**config.mk**
```make
export PLATFORM = sky130hd
export DESIGN_NAME = full_adder
export DESIGN_NICKNAME = d
export VERILOG_FILES = /design/src/rtl/full_adder.sv
export SDC_FILE = /design/constraint.sdc
export NUM_CORES = 1
export LEC_CHECK = 0
export ABC_AREA = 1
export CORE_AREA = 2 2 39 41
export DETAILED_ROUTE_END_ITERATION = 12
export DIE_AREA = 0 0 41 43
export PLACE_DENSITY_LB_ADDON = 0.2
export SLEW_MARGIN = 15
export SYNTH_ARGS = -nofsm -noshare
export SYNTH_HDL_FRONTEND = slang
export SYNTH_HIERARCHICAL = 1
export SYNTH_SLANG_ARGS = --single-unit
```
**constraint.sdc**
```tcl
create_clock -name clk -period 1.2 [get_ports clk]
set_input_delay 0.24 -clock clk [delete_from_list [all_inputs] [get_ports clk]]
set_output_delay 0.24 -clock clk [all_outputs]
set_load 0.005 [all_outputs]
```
**src/rtl/full_adder.sv**
```systemverilog
// Registered adder with carry-in: single-bit full adder at WIDTH=1, carry-
// lookahead word adder when wider. One cycle of latency, no backpressure.

// Lookahead cell for one group of up to GW bits: every internal carry is a
// flat sum-of-products of the group inputs, plus group propagate/generate
// so groups can be chained.
module fa_cla_group #(
  parameter int GW = 4
) (
  input  logic [GW-1:0] p,
  input  logic [GW-1:0] g,
  input  logic          ci,
  output logic [GW-1:0] c,
  output logic          pg,
  output logic          gg
);

  // Carry into bit i = ci&p[i-1:0] | OR over j<i of g[j]&p[i-1:j+1].
  always_comb begin
    logic t;
    logic acc;
    t   = 1'b0;
    acc = 1'b0;
    c   = '0;
    for (int i = 0; i < GW; i++) begin
      t = ci;
      for (int k = 0; k < i; k++) t = t & p[k];
      acc = t;
      for (int j = 0; j < i; j++) begin
        t = g[j];
        for (int k = j + 1; k < i; k++) t = t & p[k];
        acc = acc | t;
      end
      c[i] = acc;
    end
  end

  // Group generate: some bit generates and every bit above it propagates.
  always_comb begin
    logic t;
    t  = 1'b0;
    gg = 1'b0;
    for (int j = 0; j < GW; j++) begin
      t = g[j];
      for (int k = j + 1; k < GW; k++) t = t & p[k];
      gg = gg | t;
    end
    pg = &p;
  end

endmodule

module full_adder #(
  parameter int WIDTH = 1,
  parameter int GROUP = 4
) (
  input  logic             clk,
  input  logic             rst,
  input  logic             in_valid,
  input  logic [WIDTH-1:0] a,
  input  logic [WIDTH-1:0] b,
  input  logic             cin,
  output logic [WIDTH-1:0] sum,
  output logic             c_out,
  output logic             ovf,
  output logic             prop,
  output logic             gen,
  output logic             out_valid
);

  // Last group is partial when WIDTH is not a multiple of GROUP.
  localparam int NG = (WIDTH + GROUP - 1) / GROUP;

  logic [WIDTH-1:0] p, g;
  logic [NG-1:0]    grp_p, grp_g;
  logic [NG:0]      cg;   // carry into each group, chain seeded with cin
  logic [NG:0]      cz;   // same chain seeded with 0, yields word generate
  logic [WIDTH:0]   c;    // carry into each bit, c[WIDTH] is carry-out

  assign p = a ^ b;
  assign g = a & b;

  for (genvar k = 0; k < NG; k++) begin : g_grp
    localparam int LO = k * GROUP;
    localparam int GW = (WIDTH - LO < GROUP) ? (WIDTH - LO) : GROUP;
    fa_cla_group #(.GW(GW)) u_grp (
      .p  (p[LO +: GW]),
      .g  (g[LO +: GW]),
      .ci (cg[k]),
      .c  (c[LO +: GW]),
      .pg (grp_p[k]),
      .gg (grp_g[k])
    );
  end

  // Second level: combine group P/G into group carries, once with the real
  // carry-in and once with zero so gen is available for cascading.
  always_comb begin
    cg[0] = cin;
    cz[0] = 1'b0;
    for (int k = 0; k < NG; k++) begin
      cg[k+1] = grp_g[k] | (grp_p[k] & cg[k]);
      cz[k+1] = grp_g[k] | (grp_p[k] & cz[k]);
    end
  end

  assign c[WIDTH] = cg[NG];

  // Datapath only loads on valid input; valid flag tracks in_valid each edge.
  always_ff @(posedge clk) begin
    if (rst) begin
      sum       <= '0;
      c_out     <= 1'b0;
      ovf       <= 1'b0;
      prop      <= 1'b0;
      gen       <= 1'b0;
      out_valid <= 1'b0;
    end else begin
      out_valid <= in_valid;
      if (in_valid) begin
        sum   <= p ^ c[WIDTH-1:0];
        c_out <= c[WIDTH];
        ovf   <= c[WIDTH] ^ c[WIDTH-1];
        prop  <= &p;
        gen   <= cz[NG];
      end
    end
  end

endmodule

```
==> impl_metrics.py, run 1 <==
metrics = {
    "synth": {
        "ys_seq_area_share_pct": 41.7,
        "synth_compound_area_share_pct": 14.8,
        "ys_types": 16,
        "syn_avg_cell_area_um2": 8.22,
        "yosysTopAreaCell": "dfxtp_1",
        "syn_area_um2": 288,
        "synth_simple_gate_area_share_pct": 19.1,
        "ys_seq_elements": 6,
        "synth_area_leaders": "dfxtp_1, buf_4, nor2_1",
        "synthXorXnorAreaFrac_pct": 3.04,
        "yosysWarnings": 6,
        "yosys.area_share.adder_pct": 4.35,
        "synthMuxAreaShare_pct": 0,
        "synth_top_family_by_area": "simple AND/OR/NAND/NOR gates",
        "syn_inst": 35,
        "yosys.area.top_type_share_pct": 41.7,
        "syn_nets": 42,
    },
    "timing": {
        "setup_ws_ns": 0.140,
        "drv_slew": 0,
        "worst_slew_pin_slew_ns": 0.146,
        "slew_headroom_pct": 90.1,
        "finalClockSkew_ns": 0,
        "rsz0062_at_grt": "no",
        "setup-tns-final_ns": 0,
        "max_freq_mhz": 943,
        "setup_violations": 0,
        "hold_viol_final": 0,
        "fin_crit_sh_pct": 88.4,
        "layout_min_cycle_time_ns": 1.06,
        "holdWs_ns": 0.480,
    },
    "pwr": {
        "ir_drop_uv": 428,
        "leakagePower_nw": 0.236,
        "power.total_uw": 518,
        "power_density_nw_per_um2": 1140,
    },
    "detailed_routing": {
        "route.detailed.drc": 0,
        "ant_nets": 0,
        "num_vias": 260,
        "postRouteWirelength_um": 582,
        "wl_per_cell_um": 8.82,
        "via_per_inst": 3.94,
        "drt_iter0_markers": 5,
        "first_pass_iters": 2,
    },
    "worst_setup_path": {
        "critPathMaxFanout": 2,
        "cp.required_ns": 0.96,
        "path_cells": "dlygate4sd2_1",
        "worst-path-stages": 1,
        "critPathTopFamily": "flip-flops",
        "max_stage_delay_ns": 0.34,
        "cp-end-kind": "output pin",
        "critical_path_buf_inv_count": 1,
        "critical_path_arrival_ns": 0.82,
        "reg2reg_depth": 2,
        "slowest_stage": "dfxtp_1",
        "critPathLaunchType": "flop",
        "critical_path_class": "flop to output pin",
    },
    "min_path": {
        "min_path_cells": 4,
        "hp-class": "primary input to flop",
    },
    "clocking": {
        "htreeDepth": 1,
        "clk_path_buf_depth": 2,
        "cts_sinks": 6,
        "cts-root-buf": "clkbuf_4",
        "clk_latency_ns": 0.25,
        "cts_buffers": 3,
        "cts_tree": "built",
        "clk_pin_slew_ns": 0.04,
    },
    "global_routing": {
        "grt_pass1_vias": 236,
        "antenna_found_initial": 0,
        "grt_max_degree": 7,
        "overflow": 0,
        "grt_pass1_wl_um": 952,
        "grt_usage_pct": 9.05,
    },
    "layout": {
        "insertedDiodeCount": 0,
        "nNetsFinal": 59,
        "areaGrowthSynthToFinish_pct": 58.3,
        "drive_gt1_share_pct": 30.0,
    },
    "run_status": {
        "status": "finished, final reports clean",
    },
    "job": {
        "drv_cap": 0,
    },
    "die": {
        "dieArea_um2": 1760,
        "initial_core_util_pct": 20.8,
        "fp.dieW_um": 41,
        "io_pins": 12,
        "die_h_um": 43,
        "core_area_um2": 1380,
        "rows": 14,
    },
    "place": {
        "post-dp-hpwl_um": 429,
        "port_buffers": 11,
        "gp_congestion": 0.630,
        "place_ws_ns": -0.239,
    },
}
[layout by cell type (no fill, tap or decap), types with 2 or more instances in the layout]
cell	synthesis	routed
nor2_1	6	6
o21ai_0	2	2
inv_1	3	3
dlymetal6s2s_1	0	2
nand2_1	4	4
buf_4	3	5
nor2_2	2	2
dlygate4sd2_1	0	6
clkdlybuf4s50_1	0	3
clkbuf_4	0	3
dfxtp_1	6	5
[through the flow]
step	util (%)	std cells	instance area, um2
after CTS	31.6	66	438
after global routing	32.9	66	455
after floorplan	-	35	288
final	32.9	66	455
after detailed placement	30.5	63	422
after global placement	30.5	63	422
[cell families (layout without fill, tap and decap cells)]
kind of cell,after synthesis,after routing
XOR/XNOR,1,1
AO/OA/AOI/OAI,6,6
AND/OR/NAND/NOR,13,13
buffers and inverters,8,23
adder cells (fa/ha/maj),1,1
flip-flops,6,6
[power breakdown]
| part | internal (mW) | switching [mW] | total, mW |
|---|---|---|---|
| Clock | 0.113 | 0.0749 | 0.188 |
| Combinational | 0.0631 | 0.0445 | 0.108 |
| Sequential | 0.216 | 0.00684 | 0.222 |
| Total | 0.392 | 0.126 | 0.518 |
[sequential cells by signal, summed over array words and instances (netlist names)]
name,cells
ovf,1
sum,1
prop,1
out_valid,1
c_out,1
gen,1
[repair_timing]
| item | in CTS | in global routing |
|---|---|---|
| setup buffers | 0 | 0 |
| pin swaps | 0 | 0 |
| hold endpoints to repair | 0 | 0 |
| setup endpoints to repair | 6 | 1 |
| hold buffers | 0 | 0 |
| resized for setup | 7 | 3 |
[layer usage]
layer	vias to the layer above	global-route usage (%)	routed length (um)	part of all wire, %
met4	0	8.00	25	4.3
met2	10	11.3	237	41
li1	139	-	-	-
met5	-	0	0	0
met3	4	8.38	71	12
met1	107	8.41	248	43
[final timing paths]
path | start | end | slack (ns)
worst max-delay path | c_out$_SDFFE_PP0P_ | c_out | 0.14
worst min-delay path | b | gen$_SDFFE_PP0P_ | 0.48
worst max register to register | ovf$_SDFFE_PP0P_ | ovf$_SDFFE_PP0P_ | 0.58
worst min register to register | c_out$_SDFFE_PP0P_ | c_out$_SDFFE_PP0P_ | 0.49
[synth_stat cells]
cell,count
inv_1,3
a21oi_1,1
buf_4,3
o21ai_0,2
nand3_1,1
dfxtp_1,6
buf_6,1
ha_1,1
inv_2,1
a211oi_2,1
nor2_2,2
o21ai_2,1
a31oi_1,1
xnor2_1,1
nand2_1,4
nor2_1,6
[final cells by class]
class                           count  area, um2
Clock buffer                        3       22.5
Fill cell                         156        928
Inverter                            4       15.0
Multi-Input combinational cell     21        131
Sequential cell                     6        121
Tap cell                           16       20.0
Timing Repair Buffer               16        145
(Power assumes the default switching activity.)
==> run 2: changes to the inputs <==
CTS_CLUSTER_DIAMETER = 150   (was default)
==> results of run 2 <==
Same layout as run 1: the final DEF is identical, and so are final timing and power.
